[config.mk]
export PLATFORM = sky130hd
export DESIGN_NAME = axi_lite_master_flat
export DESIGN_NICKNAME = d
export VERILOG_FILES = /design/src/rtl/axi_lite_master_if.sv /design/src/rtl/axi_lite_master.sv /design/src/flat_wrapper.sv
export SDC_FILE = /design/constraint.sdc
export NUM_CORES = 1
export LEC_CHECK = 0
export ABC_AREA = 1
export BUFFER_PORTS_ARGS = -buffer_cell sky130_fd_sc_hd__buf_4
export CORE_ASPECT_RATIO = 0.75
export CORE_MARGIN = 2
export CORE_UTILIZATION = 30
export DETAILED_ROUTE_END_ITERATION = 12
export PLACE_DENSITY_LB_ADDON = 0.08
export SYNTH_ARGS = -nofsm -noshare
export SYNTH_HDL_FRONTEND = slang
export SYNTH_SLANG_ARGS = --single-unit
[constraint.sdc]
create_clock -name aclk -period 12.2 [get_ports aclk]
set_input_delay 2.44 -clock aclk [delete_from_list [all_inputs] [get_ports aclk]]
set_output_delay 2.44 -clock aclk [all_outputs]
set_load 0.01 [all_outputs]
[src/rtl/axi_lite_master_if.sv]
// AXI4-Lite five-channel bundle between a single-beat master and a register slave.
// The master modport drives request channels; the slave modport drives ready/response.
interface axi_lite_master_if #(
   parameter int ADDR_WIDTH = 32,
   parameter int DATA_WIDTH = 32,
   parameter int STRB_WIDTH = DATA_WIDTH / 8
);
   logic                  awvalid;
   logic [ADDR_WIDTH-1:0] awaddr;
   logic                  awready;
   logic                  wvalid;
   logic [DATA_WIDTH-1:0] wdata;
   logic [STRB_WIDTH-1:0] wstrb;
   logic                  wready;
   logic                  bready;
   logic [1:0]            bresp;
   logic                  bvalid;
   logic                  arvalid;
   logic [ADDR_WIDTH-1:0] araddr;
   logic                  arready;
   logic                  rready;
   logic                  rvalid;
   logic [DATA_WIDTH-1:0] rdata;
   logic [1:0]            rresp;

   modport master (
      output awvalid, awaddr, input awready,
      output wvalid, wdata, wstrb, input wready,
      output bready, input bresp, bvalid,
      output arvalid, araddr, input arready,
      output rready, input rvalid, rdata, rresp
   );

   modport slave (
      input awvalid, awaddr, output awready,
      input wvalid, wdata, wstrb, output wready,
      input bready, output bresp, bvalid,
      input arvalid, araddr, output arready,
      input rready, output rvalid, rdata, rresp
   );
endinterface

[src/rtl/axi_lite_master.sv]
// Single-outstanding AXI4-Lite master: host command in, one AXI read or write out,
// response (or watchdog abort) back through a valid/ready port.
//
// state   | meaning
// IDLE    | cmd_ready high, waiting for a host command
// WR_REQ  | awvalid/wvalid presented, each dropped after its own handshake
// WR_RESP | bready high, watchdog running
// RD_REQ  | arvalid presented until arready
// RD_RESP | rready high, watchdog running
// RSP     | rsp_valid high, waiting for rsp_ready
module axi_lite_master #(
   parameter int ADDR_WIDTH     = 32,
   parameter int DATA_WIDTH     = 32,
   parameter int STRB_WIDTH     = DATA_WIDTH / 8,
   parameter int TIMEOUT_CYCLES = 256
) (
   input  logic                  aclk,
   input  logic                  arst,
   input  logic                  cmd_valid,
   output logic                  cmd_ready,
   input  logic                  cmd_write,
   input  logic [ADDR_WIDTH-1:0] cmd_addr,
   input  logic [DATA_WIDTH-1:0] cmd_wdata,
   input  logic [STRB_WIDTH-1:0] cmd_wstrb,
   output logic                  rsp_valid,
   input  logic                  rsp_ready,
   output logic [DATA_WIDTH-1:0] rsp_rdata,
   output logic [1:0]            rsp_resp,
   output logic                  rsp_timeout,
   axi_lite_master_if.master     axi
);
   localparam int CNT_W = $clog2(TIMEOUT_CYCLES);
   localparam logic [CNT_W-1:0] CNT_LAST = CNT_W'(TIMEOUT_CYCLES - 1);

   typedef enum logic [2:0] {IDLE, WR_REQ, WR_RESP, RD_REQ, RD_RESP, RSP} state_t;

   state_t                state;
   logic [CNT_W-1:0]      wd_cnt;
   logic                  aw_done;
   logic                  w_done;
   logic                  awvalid_q;
   logic                  wvalid_q;
   logic                  arvalid_q;
   logic                  bready_q;
   logic                  rready_q;
   logic [ADDR_WIDTH-1:0] awaddr_q;
   logic [ADDR_WIDTH-1:0] araddr_q;
   logic [DATA_WIDTH-1:0] wdata_q;
   logic [STRB_WIDTH-1:0] wstrb_q;
   logic                  aw_fire;
   logic                  w_fire;

   assign aw_fire = awvalid_q & axi.awready;
   assign w_fire  = wvalid_q & axi.wready;

   // Gated by arst so every output reads 0 while reset is held.
   assign cmd_ready = (state == IDLE) && !arst;

   assign axi.awvalid = awvalid_q;
   assign axi.awaddr  = awaddr_q;
   assign axi.wvalid  = wvalid_q;
   assign axi.wdata   = wdata_q;
   assign axi.wstrb   = wstrb_q;
   assign axi.bready  = bready_q;
   assign axi.arvalid = arvalid_q;
   assign axi.araddr  = araddr_q;
   assign axi.rready  = rready_q;

   always_ff @(posedge aclk or posedge arst) begin
      if (arst) begin
         state       <= IDLE;
         wd_cnt      <= '0;
         aw_done     <= 1'b0;
         w_done      <= 1'b0;
         awvalid_q   <= 1'b0;
         wvalid_q    <= 1'b0;
         arvalid_q   <= 1'b0;
         bready_q    <= 1'b0;
         rready_q    <= 1'b0;
         awaddr_q    <= '0;
         araddr_q    <= '0;
         wdata_q     <= '0;
         wstrb_q     <= '0;
         rsp_valid   <= 1'b0;
         rsp_rdata   <= '0;
         rsp_resp    <= 2'b00;
         rsp_timeout <= 1'b0;
      end else begin
         case (state)
            IDLE: begin
               if (cmd_valid) begin
                  if (cmd_write) begin
                     awaddr_q  <= cmd_addr;
                     wdata_q   <= cmd_wdata;
                     wstrb_q   <= cmd_wstrb;
                     awvalid_q <= 1'b1;
                     wvalid_q  <= 1'b1;
                     aw_done   <= 1'b0;
                     w_done    <= 1'b0;
                     state     <= WR_REQ;
                  end else begin
                     araddr_q  <= cmd_addr;
                     arvalid_q <= 1'b1;
                     state     <= RD_REQ;
                  end
               end
            end
            WR_REQ: begin
               if (aw_fire) begin
                  awvalid_q <= 1'b0;
                  aw_done   <= 1'b1;
               end
               if (w_fire) begin
                  wvalid_q <= 1'b0;
                  w_done   <= 1'b1;
               end
               // Covers one channel finishing earlier as well as both in the same cycle.
               if ((aw_done || aw_fire) && (w_done || w_fire)) begin
                  bready_q <= 1'b1;
                  wd_cnt   <= '0;
                  state    <= WR_RESP;
               end
            end
            WR_RESP: begin
               if (axi.bvalid) begin
                  rsp_resp    <= axi.bresp;
                  rsp_rdata   <= '0;
                  rsp_timeout <= 1'b0;
                  bready_q    <= 1'b0;
                  rsp_valid   <= 1'b1;
                  state       <= RSP;
               end else if (wd_cnt == CNT_LAST) begin
                  rsp_resp    <= 2'b10;
                  rsp_rdata   <= '0;
                  rsp_timeout <= 1'b1;
                  bready_q    <= 1'b0;
                  rsp_valid   <= 1'b1;
                  state       <= RSP;
               end else begin
                  wd_cnt <= wd_cnt + CNT_W'(1);
               end
            end
            RD_REQ: begin
               if (axi.arready) begin
                  arvalid_q <= 1'b0;
                  rready_q  <= 1'b1;
                  wd_cnt    <= '0;
                  state     <= RD_RESP;
               end
            end
            RD_RESP: begin
               if (axi.rvalid) begin
                  rsp_resp    <= axi.rresp;
                  rsp_rdata   <= axi.rdata;
                  rsp_timeout <= 1'b0;
                  rready_q    <= 1'b0;
                  rsp_valid   <= 1'b1;
                  state       <= RSP;
               end else if (wd_cnt == CNT_LAST) begin
                  rsp_resp    <= 2'b10;
                  rsp_rdata   <= '0;
                  rsp_timeout <= 1'b1;
                  rready_q    <= 1'b0;
                  rsp_valid   <= 1'b1;
                  state       <= RSP;
               end else begin
                  wd_cnt <= wd_cnt + CNT_W'(1);
               end
            end
            RSP: begin
               if (rsp_ready) begin
                  rsp_valid <= 1'b0;
                  state     <= IDLE;
               end
            end
            default: state <= IDLE;
         endcase
      end
   end
endmodule

[src/flat_wrapper.sv]
// flat-port wrapper written by rule: the top's interface ports become plain ports
module axi_lite_master_flat 
#(
   parameter int ADDR_WIDTH     = 32,
   parameter int DATA_WIDTH     = 32,
   parameter int STRB_WIDTH     = DATA_WIDTH / 8,
   parameter int TIMEOUT_CYCLES = 256
)
  (aclk, arst, cmd_valid, cmd_ready, cmd_write, cmd_addr, cmd_wdata, cmd_wstrb, rsp_valid, rsp_ready, rsp_rdata, rsp_resp, rsp_timeout, axi_awvalid, axi_awaddr, axi_awready, axi_wvalid, axi_wdata, axi_wstrb, axi_wready, axi_bready, axi_bresp, axi_bvalid, axi_arvalid, axi_araddr, axi_arready, axi_rready, axi_rvalid, axi_rdata, axi_rresp);
  axi_lite_master_if #(.ADDR_WIDTH(ADDR_WIDTH), .DATA_WIDTH(DATA_WIDTH), .STRB_WIDTH(STRB_WIDTH)) axi_i ();
  input  logic aclk;
  input  logic arst;
  input  logic cmd_valid;
  output logic cmd_ready;
  input  logic cmd_write;
  input  logic [ADDR_WIDTH-1:0] cmd_addr;
  input  logic [DATA_WIDTH-1:0] cmd_wdata;
  input  logic [STRB_WIDTH-1:0] cmd_wstrb;
  output logic rsp_valid;
  input  logic rsp_ready;
  output logic [DATA_WIDTH-1:0] rsp_rdata;
  output logic [1:0] rsp_resp;
  output logic rsp_timeout;
  output wire logic [$bits(axi_i.awvalid)-1:0] axi_awvalid;
  output wire logic [$bits(axi_i.awaddr)-1:0] axi_awaddr;
  input wire logic [$bits(axi_i.awready)-1:0] axi_awready;
  output wire logic [$bits(axi_i.wvalid)-1:0] axi_wvalid;
  output wire logic [$bits(axi_i.wdata)-1:0] axi_wdata;
  output wire logic [$bits(axi_i.wstrb)-1:0] axi_wstrb;
  input wire logic [$bits(axi_i.wready)-1:0] axi_wready;
  output wire logic [$bits(axi_i.bready)-1:0] axi_bready;
  input wire logic [$bits(axi_i.bresp)-1:0] axi_bresp;
  input wire logic [$bits(axi_i.bvalid)-1:0] axi_bvalid;
  output wire logic [$bits(axi_i.arvalid)-1:0] axi_arvalid;
  output wire logic [$bits(axi_i.araddr)-1:0] axi_araddr;
  input wire logic [$bits(axi_i.arready)-1:0] axi_arready;
  output wire logic [$bits(axi_i.rready)-1:0] axi_rready;
  input wire logic [$bits(axi_i.rvalid)-1:0] axi_rvalid;
  input wire logic [$bits(axi_i.rdata)-1:0] axi_rdata;
  input wire logic [$bits(axi_i.rresp)-1:0] axi_rresp;
  assign axi_awvalid = axi_i.awvalid;
  assign axi_awaddr = axi_i.awaddr;
  assign axi_i.awready = axi_awready;
  assign axi_wvalid = axi_i.wvalid;
  assign axi_wdata = axi_i.wdata;
  assign axi_wstrb = axi_i.wstrb;
  assign axi_i.wready = axi_wready;
  assign axi_bready = axi_i.bready;
  assign axi_i.bresp = axi_bresp;
  assign axi_i.bvalid = axi_bvalid;
  assign axi_arvalid = axi_i.arvalid;
  assign axi_araddr = axi_i.araddr;
  assign axi_i.arready = axi_arready;
  assign axi_rready = axi_i.rready;
  assign axi_i.rvalid = axi_rvalid;
  assign axi_i.rdata = axi_rdata;
  assign axi_i.rresp = axi_rresp;
  axi_lite_master #(.ADDR_WIDTH(ADDR_WIDTH), .DATA_WIDTH(DATA_WIDTH), .STRB_WIDTH(STRB_WIDTH), .TIMEOUT_CYCLES(TIMEOUT_CYCLES)) u_core (.aclk(aclk), .arst(arst), .cmd_valid(cmd_valid), .cmd_ready(cmd_ready), .cmd_write(cmd_write), .cmd_addr(cmd_addr), .cmd_wdata(cmd_wdata), .cmd_wstrb(cmd_wstrb), .rsp_valid(rsp_valid), .rsp_ready(rsp_ready), .rsp_rdata(rsp_rdata), .rsp_resp(rsp_resp), .rsp_timeout(rsp_timeout), .axi(axi_i));
endmodule
Yosys cells after proc, flatten, opt, wreduce, memory -nomap -nowiden
Cells that the tools add are included.
- ROM bits: 0
- memories: 0
- RAM bits: 0
- latch bits: 0
- word-level logic and storage cells: 117
- output and inout port bits: 142
- register bits after elaboration: 154
- order comparisons: 0
- add/subtract/negate cells: 1
- reduce and logical (&&, ||, !) cells: 23
- multiplexer cells: 55
- bitwise operators: 3
- multiply operators: 0
- equal/unequal tests: 18
- shift operators: 0
- divide/modulo/power cells: 0
- operators with widths (cell ; count):
    32-bit 2-to-1 mux ; 3
    32-bit one-hot mux with 2 select lines ; 1
    8-bit 2-to-1 mux ; 5
    8-bit one-hot mux with 4 select lines ; 1
    1-bit 2-to-1 mux ; 23
    3-bit 2-to-1 mux ; 7
    3-bit one-hot mux with 6 select lines ; 1
    1-bit one-hot mux with 2 select lines ; 8
    4-bit AND reduction ; 4
    2-bit inequality test, second input constant ; 7
    3-bit AND reduction ; 4
    2-bit nonzero test ; 5
    8-bit by 1-bit adder with 8-bit output, second input constant ; 1
    8-bit equality test, second input constant ; 1
    2-bit 2-to-1 mux ; 4
    3-bit by 2-bit equality test with 1-bit output, second input constant ; 2
    3-bit equality test, second input constant ; 2
    2-bit by 1-bit inequality test with 1-bit output, second input constant ; 3
    3-bit by 2-bit inequality test with 1-bit output, second input constant ; 2
    5-bit AND reduction ; 1
    2-bit one-hot mux with 2 select lines ; 1
    4-bit nonzero test ; 1
    3-bit by 1-bit equality test with 1-bit output, second input constant ; 1
    3-bit logical NOT ; 1
    8 further kinds ; 11

Longest topological paths before layout
- word-level depth: 5
- depth in mapped cells: 10
- gate-level depth less buffers: 10

Worst setup path before layout
No wires, ideal clock.
- path kind: input port to output port
- start point: input arst
- end point: output cmd_ready
- cell stages on the path: 1
- data required time: 9.760 ns
- setup slack: 7.151 ns
- arrival: 2.609 ns
- path buffers: 0
- path through: nor2_1
- longest elaborated chain between the ends: 2
- RTL lines (element ; line ; text):
    start, declared ; flat_wrapper.sv:12 ; input logic arst;
    1-bit logical NOT ; axi_lite_master.sv:57 ; assign cmd_ready = (state == IDLE) && !arst;
    1-bit logical AND ; axi_lite_master.sv:57 ;
    end, declared ; flat_wrapper.sv:14 ; output logic cmd_ready;
Every way passes these cells.

Final worst setup path
Same ends and word-level chain as after synthesis.

==> metrics.cfg <==
[clock_network]
tritoncts=yes
cts_root_cell=sky130_fd_sc_hd__clkbuf_16
clock-sinks=154
tritoncts.num_buffers=17
worstSkewPairLatency_ps=420
cts-hold-fix-buffers=0
cts_max_level=4
clock_tree.buffer_depth=2
cts.repair.resized=0
cts.reportedPaths.clkPinSlew_ps=70
postCtsSetupRepairBufs=0

[floorplan]
die_width_um=172
row_count=46
floorplan_core_area_um2=21000
fp.dieArea_um2=22400
ios=256
initial_utilization_pct=30.4
dieHeight_um=130

[run_status]
status=complete, no violations

[timing]
portion_of_the_clock_cycle_consumed_by_the_worst_path_in_the_final_layout_pct=42.9
period_minus_slack_ps=5230
finalSetupTns_ps=0
fin_worst_skew_ps=11.0
setup_viol=0
hold_viol=0
relSlewSlack_pct=30.5
slew_viol_final=0
unrepaired_setup_endpoints_after_global_routing=false
worst-slew-pin-transition_ps=1040
timing.fmax_mhz=191

[global_route]
grt_first_pass_wirelength_mm=27.9
grt_antenna_before_repair=0
grt_max_degree=102
global_route.overflow_total=0
grt_pass1_vias=5147
grt_use_total_pct=16.1

[detailed_routing]
detailroute.via_count=5413
detail_route.drc_violations=0
via_per_inst=4.25
routed_wl_mm=17.7
detailedRoute.firstPassIterationCount=4
antenna_left=0
average_wire_per_standard_cell_um=13.9
drt_iter0_markers=295

[final_layout]
drive_gt1_share_pct=32.5
final_common_cell=sky130_fd_sc_hd__nand2_1
post-route-util_pct=43.3
num-nets-final=1088
diodes=0
layout_common_cells=sky130_fd_sc_hd__nand2_1 (278), sky130_fd_sc_hd__buf_4 (260), sky130_fd_sc_hd__dfrtp_1 (154)
area_growth_pct=42.5

[logic_synthesis]
syn-num-nets=841
synth_area_um2=6360
main_combinational_cell_family_by_area_after_synthesis=simple AND/OR/NAND/NOR gates
xor_and_xnor_fraction_of_the_mapped_netlist_area_pct=0.275
synthAdderAreaFrac_pct=0.197
number_of_instances_in_the_synthesized_netlist=726
synth.lib_cells_used.distinct=26
synth-compound-area-share_pct=7.45
ys_warn_count=0
synthMuxAreaShare_pct=0
synth-seq-cells=154
synth_seq_area_share_pct=60.6
post_synth_and_or_nand_nor_area_fraction_pct=24.9
synth.avg_cell_area_um2=8.77

[setup_path]
timing.critical_path.slowest_cell_delay_ps=130
r2r_setup_slack_ps=9900
worst_r2r_path_depth=7
cp_data_required_time_ps=9760
worst-path-max-fanout=2
worst_setup_path_endpoint=cmd_ready
timing.setup.critical_path_class=primary input to output port
cpMaxStageDelayCell=sky130_fd_sc_hd__buf_4
critical_path.endpoint_type=output port
startpoint=arst
worst_r2r_startpoint=u_core.state[0]$_DFFE_PP0P_
worstPathCellList=buf_4 > nor2_1 > buf_4
worst_path_most_repeated_cell=sky130_fd_sc_hd__buf_4
rr_endpoint=u_core.axi.arvalid$_DFFE_PP0P_
timing.critical_path.from_type=primary input
critPathArrivalTime_ps=2790

[power_and_ir_drop]
power.ir.vdd_worst_uv=83.9
share_comb_of_total_power_pct=39.8
pwr-share-seq_pct=38.1
switching_power_uw=848
p_leak_uw=0.00490
clock_power_share_pct=22.1
power_report.internal_total_uw=1440
power_switching_share_pct=37.0
powerDensity_nw_per_um2=253
report.power.total_uw=2290

[hold_path]
hold_path.class=flip-flop to flip-flop

[run]
cap_violations=0

[placement]
buffer_ports.inserted=255
routabilityCongestion=0.780
post_dp_hpwl_mm=12.1

==> metal layers <==
layer  up-vias  global-route usage, %  share of wire, %
met1      2492                   21.8                47
met3         9                   7.22                10
met2       161                   23.3                42
met4         0                   4.15              0.74
met5         -                      0                 0
li1       2751                      -                 -
==> sequential cells by signal, indices dropped and copies added (netlist names) <==
register,flops
u_core.rsp_valid,1
u_core.axi.wstrb,4
u_core.axi.awaddr,32
u_core.axi.arvalid,1
u_core.state,3
u_core.wd_cnt,8
u_core.w_done,1
u_core.rsp_rdata,32
u_core.axi.rready,1
u_core.axi.wvalid,1
u_core.rsp_resp,2
u_core.axi.araddr,32
u_core.aw_done,1
u_core.rsp_timeout,1
u_core.axi.wdata,32
u_core.axi.bready,1
u_core.axi.awvalid,1
==> synthesized netlist by cell type <==
master                       n  share of area (%)
sky130_fd_sc_hd__inv_2       1              0.059
sky130_fd_sc_hd__o21ai_0    42                3.3
sky130_fd_sc_hd__buf_6       5               0.88
sky130_fd_sc_hd__nand4_1     3               0.29
sky130_fd_sc_hd__nand2_1   278                 16
sky130_fd_sc_hd__nor3_1      5               0.39
sky130_fd_sc_hd__inv_1      63                3.7
sky130_fd_sc_hd__or2_4       1               0.14
sky130_fd_sc_hd__ha_1        1               0.20
sky130_fd_sc_hd__o21a_1      2               0.24
sky130_fd_sc_hd__nand3_1    48                3.8
sky130_fd_sc_hd__nand3b_1    1               0.12
sky130_fd_sc_hd__clkbuf_1   19                1.1
sky130_fd_sc_hd__buf_1       2               0.12
sky130_fd_sc_hd__a21oi_4     1               0.26
sky130_fd_sc_hd__a21oi_1    15                1.2
sky130_fd_sc_hd__dfrtp_1   154                 61
sky130_fd_sc_hd__buf_4       4               0.47
sky130_fd_sc_hd__nor2_2      1              0.098
sky130_fd_sc_hd__nand2_2     3               0.29
sky130_fd_sc_hd__nor2_4      2               0.35
sky130_fd_sc_hd__a21oi_2    18                2.5
sky130_fd_sc_hd__nor2_1     52                3.1
sky130_fd_sc_hd__clkinv_1    1              0.059
sky130_fd_sc_hd__xor2_1      2               0.28
sky130_fd_sc_hd__buf_2       2               0.16
==> power by group through the flow <==
stage	clock network (µW)	logic [µW]	registers, µW
after floorplan	0	353	971
after global placement	0	932	877
after detailed placement	0	935	876
after CTS	522	933	875
after global routing	546	1020	907
final	507	913	873
==> final cells by class <==
type / instances / area (µm²)
Inverter: 65 / 249
Clock inverter: 13 / 109
Sequential cell: 154 / 3850
Multi-Input combinational cell: 475 / 2090
Clock buffer: 19 / 453
Fill cell: 2125 / 11900
Tap cell: 288 / 360
Timing Repair Buffer: 260 / 1950
==> worst min path at each step <==
stage                                          start                                to  cells after the start
detailed placement   u_core.rsp_rdata[1]$_DFFE_PP0P_   u_core.rsp_rdata[1]$_DFFE_PP0P_                      2
CTS                  u_core.rsp_rdata[1]$_DFFE_PP0P_   u_core.rsp_rdata[1]$_DFFE_PP0P_                      2
global placement    u_core.rsp_rdata[16]$_DFFE_PP0P_  u_core.rsp_rdata[16]$_DFFE_PP0P_                      2
floorplan               u_core.wd_cnt[4]$_DFFE_PP0P_      u_core.wd_cnt[4]$_DFFE_PP0P_                      2
finish              u_core.rsp_rdata[14]$_DFFE_PP0P_  u_core.rsp_rdata[14]$_DFFE_PP0P_                      2
global route         u_core.rsp_rdata[1]$_DFFE_PP0P_   u_core.rsp_rdata[1]$_DFFE_PP0P_                      2
==> cell families (layout without fill, tap and decap cells) <==
family | after synthesis | count (layout)
xor+xnor | 2 | 2
buf+inv | 97 | 357
fa+ha+maj | 1 | 1
compound gates | 78 | 78
simple gates | 394 | 394
flops | 154 | 154
==> critical path, delay by kind of cell <==
kind                   cells  cell delay (ps)
and+or+nand+nor            1              100
buffers and inverters      2              250
==> through the flow <==
step	hold slack, ps	setup slack [ps]	instances	area (µm²)
after floorplan	483	5610	726	6360
after global placement	458	6960	1242	8510
after detailed placement	460	6980	1242	8510
after CTS	477	6970	1274	9070
after global routing	499	6930	1274	9070
final	475	6970	1274	9070
No activity file was read; power rests on OpenSTA's default activity.
